===== config.mk =====
export PLATFORM = sky130hd
export DESIGN_NAME = seq_shifter
export DESIGN_NICKNAME = d
export VERILOG_FILES = /design/src/rtl/seq_shifter.sv
export SDC_FILE = /design/constraint.sdc
export NUM_CORES = 1
export LEC_CHECK = 0
export ABC_CLOCK_PERIOD_IN_PS = 2900
export CORE_MARGIN = 10
export CORE_UTILIZATION = 51
export CTS_BUF_LIST = sky130_fd_sc_hd__clkbuf_16
export CTS_CLUSTER_SIZE = 28
export DETAILED_ROUTE_END_ITERATION = 8
export PLACE_DENSITY = 0.91
export SYNTH_ARGS = -nofsm -noshare
export SYNTH_HDL_FRONTEND = slang
export SYNTH_SLANG_ARGS = --single-unit

===== constraint.sdc =====
create_clock -name clk -period 2.9 [get_ports clk]
set_input_delay 0.435 -clock clk [delete_from_list [all_inputs] [get_ports clk]]
set_output_delay 0.435 -clock clk [all_outputs]
set_load 0.005 [all_outputs]

===== src/rtl/seq_shifter.sv =====
// Multi-cycle barrel-free shifter: shifts/rotates by up to STEP bits per cycle
// under a three-state IDLE/SHIFT/DONE controller.
module seq_shifter #(
    parameter  int WIDTH = 16,
    parameter  int STEP  = 1,
    localparam int SHW   = $clog2(WIDTH) + 1
) (
    input  logic             clk,
    input  logic             rst_n,
    input  logic             start,
    input  logic [2:0]       mode,
    input  logic [WIDTH-1:0] a,
    input  logic [SHW-1:0]   shamt,
    output logic             busy,
    output logic             done,
    output logic [WIDTH-1:0] result,
    output logic             carry,
    output logic             err
);

    localparam logic [2:0] M_SLL = 3'b000;
    localparam logic [2:0] M_SRL = 3'b001;
    localparam logic [2:0] M_SRA = 3'b010;
    localparam logic [2:0] M_ROL = 3'b011;
    localparam logic [2:0] M_ROR = 3'b100;

    localparam logic [SHW-1:0] WIDTH_W = SHW'(WIDTH);
    localparam logic [SHW-1:0] STEP_W  = SHW'(STEP);

    typedef enum logic [1:0] {IDLE, SHIFT, DONE} state_t;

    state_t         state, state_nx;
    logic [2:0]     mode_r;
    logic           err_r;
    logic [SHW-1:0] rem, n_eff, k, k_m1;
    logic           accept, illegal;
    logic [WIDTH-1:0] shifted, lsh, rsh;
    logic           cout;

    assign accept  = (state == IDLE) && start;
    assign illegal = (mode > M_ROR);

    always_comb begin
        n_eff = '0;
        case (mode)
            M_SLL, M_SRL, M_SRA: n_eff = (shamt > WIDTH_W) ? WIDTH_W : shamt;
            M_ROL, M_ROR:        n_eff = {1'b0, shamt[SHW-2:0]};
            default:             n_eff = '0;
        endcase
    end

    // k is the chunk for this cycle; the last bit out sits one position
    // short of a full k-bit shift, so pre-shift by k-1 to reach it.
    always_comb begin
        k       = (rem < STEP_W) ? rem : STEP_W;
        k_m1    = k - SHW'(1);
        lsh     = result << k_m1;
        rsh     = result >> k_m1;
        shifted = result;
        cout    = 1'b0;
        case (mode_r)
            M_SLL: begin shifted = result << k;                 cout = lsh[WIDTH-1]; end
            M_SRL: begin shifted = result >> k;                 cout = rsh[0];       end
            M_SRA: begin shifted = $signed(result) >>> k;       cout = rsh[0];       end
            M_ROL: begin shifted = (result << k) | (result >> (WIDTH_W - k)); cout = lsh[WIDTH-1]; end
            M_ROR: begin shifted = (result >> k) | (result << (WIDTH_W - k)); cout = rsh[0];       end
            default: begin shifted = result; cout = 1'b0; end
        endcase
    end

    always_ff @(posedge clk) begin
        if (!rst_n) state <= IDLE;
        else        state <= state_nx;
    end

    always_comb begin
        state_nx = state;
        case (state)
            IDLE:    if (start) state_nx = (n_eff != '0) ? SHIFT : DONE;
            SHIFT:   if (rem == k) state_nx = DONE;
            DONE:    state_nx = IDLE;
            default: state_nx = IDLE;
        endcase
    end

    always_ff @(posedge clk) begin
        if (!rst_n) begin
            result <= '0;
            carry  <= 1'b0;
            rem    <= '0;
            mode_r <= M_SLL;
            err_r  <= 1'b0;
        end else if (accept) begin
            result <= a;
            carry  <= 1'b0;
            rem    <= n_eff;
            mode_r <= mode;
            err_r  <= illegal;
        end else if (state == SHIFT) begin
            result <= shifted;
            carry  <= cout;
            rem    <= rem - k;
        end
    end

    assign busy = (state != IDLE);
    assign done = (state == DONE);
    assign err  = done && err_r;

endmodule


==> results.md <==
- Antenna-violating nets left: 0
- Top FF cell, synth: dfxtp_1
- RSZ-0062 raised after global routing: false
- Power Density: 572 nW/um2
- Avg Vias per Cell: 6.58
- CTS tree: yes
- Crit start category: register
- Die footprint: 7380 um2
- Slew Limit Fails: 0
- Internal: 0.000977 W
- Critical path peak fanout: 12
- Worst-Margin Slew: 0.554 ns
- Seq/Total Area, Yosys: 25.3%
- Final hold slack: 0.512 ns
- Setup TNS: 0 ns
- Maximum clock insertion buffer count: 2
- Slew HR: 63.0%
- Layout cells sized above 1: 10.2%
- Run status: completed
- Endpoints failing hold: 0
- # hold bufs at CTS: 0
- FF-to-FF setup slack: 0.31 ns
- Detailed-route wire length: 7540 um
- Wirelength per Cell: 20.2 um
- First-pass GRT wire length: 12000 um
- Critical path required time: 3.06 ns
- Die H: 85.9 um
- EDFF count, synth: 0
- Largest net degree at the start of global routing: 25
- FF+latch count, synth: 28
- Path depth of the worst reg2reg path: 9
- CP startpoint: rem[0]
- Initial Util: 53.9%
- Layout area overhead: 26.7%
- Nets: 355
- Worst vdd ir: 0.281 mV
- Final Critical Period: 2.59 ns
- Clock slew at reported path FFs: 0.07 ns
- Max stage delay on crit path: 0.59 ns
- Worst EP arrival: 2.76 ns
- Tightest Hold Check Type: reg -> reg
- Seq pwr share: 33.4%
- Final cycle utilization of the critical path: 89.4%
- Vias: 2460
- H-tree lvl count: 1
- Peak Freq: 0.386 GHz
- FP Rows: 23
- Total GRT Usage: 19.4%
- Setup crit end kind: register
- Gate power share: 46.1%
- Setup crit end: result[9]
- Number of global-route vias before repair: 2308
- Reg-to-reg endpoint: result[9]
- Crit Reg-Reg Startpoint: rem[0]
- TritonCTS Sinks: 28
- Ys Warns: 0
- Slowest cell on crit path: ha_1
- CTS buffer count: 3
- GP Congestion: 1.01
- Mapped Cells: 282
- Post-cts resize count: 0
- Root buf cell: clkbuf_16
- Critical path, cell by cell: nand2b_1 > inv_2 > ha_1 > buf_4 > mux2i_1 > nor2_1 > nor4_1 > or3_1 > a21boi_1
- Synthesized area: 2220 um2
- Antenna diodes: 0
- Synth unique cells: 60
- Fraction of registers with async set/reset: 0%
- Fin util: 68.3%
- # setup viols final: 0
- Detailed placer's ending HPWL: 5450 um
- DR DRC count: 0
- Skew-Pair Late Insertion Delay: 0.27 ns
- Setup Buffers After CTS: 0
- # placed instances: 370
- Clock share of power: 20.4%
- Reported leakage power: 1.05 nW
- Final clock skew: 0.00413 ns
- Hold path start: carry
- DRT iter0 DRCs: 309
- Finished Layout Cells: 374
- Core box area: 4120 um2
- P_sw: 0.000630 W
- # port buffers: 46
- Syn avg cell area: 7.86 um2
- Die Wd: 85.9 um
- Initial antenna violation count: 0
- Switch share: 39.2%
- WS Path Type: reg -> reg
- Max-cap violations: 0
- Grt ovf: 0
- I/O Pins: 47
- Pre-antenna DRT Iters: 7
-- cells in the mapped netlist, types with 5 or more instances --
library cell | instances | share of area (%)
a21oi_1 | 15 | 3.4
mux2_2 | 8 | 4.1
dfxtp_1 | 28 | 25
o22ai_1 | 7 | 2.0
nand3_1 | 9 | 2.0
mux2i_1 | 18 | 8.1
nor2b_1 | 6 | 1.7
nand2_1 | 38 | 6.4
clkbuf_1 | 8 | 1.4
o211ai_1 | 6 | 2.0
o21ai_0 | 14 | 3.2
a211oi_1 | 5 | 1.7
a21boi_0 | 6 | 2.0
buf_2 | 9 | 2.0
nor3_1 | 7 | 1.6
nand2b_1 | 5 | 1.4
nor2_1 | 15 | 2.5
-- worst min-delay path by stage --
stage          endpoint  slack, ns  cells past startpoint
3_3_place_gp      carry       0.47                      2
2_1_floorplan     carry       0.46                      2
5_1_grt           carry       0.54                      2
4_1_cts           carry       0.51                      2
3_5_place_dp      carry       0.49                      2
6_report          carry       0.51                      2
-- per-layer routing --
metal / routed length (um) / GRT usage [%] / vias to the layer above
met5: 0 / 0 / -
met4: 121 / 6.44 / 0
met3: 776 / 5.39 / 17
met2: 3590 / 31.4 / 151
met1: 3060 / 24.2 / 1146
li1: - / - / 1146
-- state kept, by name, summed over array words and instances, names as in the netlist --
signal,cells
err_r,1
result,16
rem,5
state,2
mode_r,3
carry,1
-- through the flow --
step | setup slack, ns | power, W | area, um2
after floorplan | 0.286 | 0.00101 | 2220
after global placement | 0.429 | 0.00125 | 2730
after detailed placement | 0.352 | 0.00127 | 2730
after CTS | 0.325 | 0.00159 | 2810
after global routing | 0.0482 | 0.00169 | 2810
final | 0.309 | 0.00161 | 2810
-- power groups by stage --
stage	registers [W]	clock network (W)	logic [W]
6_report	0.000537	0.000329	0.000741
5_1_grt	0.000545	0.000343	0.000799
4_1_cts	0.000531	0.000327	0.000732
3_5_place_dp	0.000540	0	0.000726
3_3_place_gp	0.000539	0	0.000710
2_1_floorplan	0.000498	0	0.000509
-- placed cells by master, fill, tap and decap left out, types with 7 or more instances in the layout --
| cell | synthesis | final |
|---|---|---|
| dfxtp_1 | 28 | 28 |
| clkdlybuf4s50_1 | 0 | 46 |
| nand3_1 | 9 | 9 |
| mux2i_1 | 18 | 18 |
| buf_4 | 1 | 12 |
| a21oi_1 | 15 | 15 |
| o21ai_0 | 14 | 14 |
| nand2_1 | 38 | 38 |
| o22ai_1 | 7 | 7 |
| mux2_2 | 8 | 8 |
| nor2_1 | 15 | 15 |
| nor3_1 | 7 | 7 |
-- final cells by class --
type | count | area (um2)
clock inverters | 1 | 3.75
inverters | 5 | 18.8
flip-flops and latches | 28 | 561
clock buffers | 3 | 75.1
repair buffers | 58 | 551
multi-input cells | 229 | 1540
fillers | 364 | 1310
well taps | 50 | 62.6
-- cells by family (layout without fill, tap and decap cells) --
group	Yosys count	count (layout)	share of synthesized area [%]
simple gates	108	108	25.5
buf+inv	26	67	5.76
flops	28	28	25.3
xor+xnor	3	3	1.19
mux	28	28	14.2
fa+ha+maj	3	3	1.69
other cells	1	2	0.169
compound gates	85	85	26.2
-- critical path, delay by kind of cell, from the launching register on --
family                   cells  cell delay [ns]
adder cells (fa/ha/maj)      1             0.59
AO/OA/AOI/OAI                1             0.05
multiplexers                 1             0.21
AND/OR/NAND/NOR              4             0.83
flip-flops                   1             0.46
buffers and inverters        2             0.35
No activity file was read; power rests on OpenSTA's default activity.
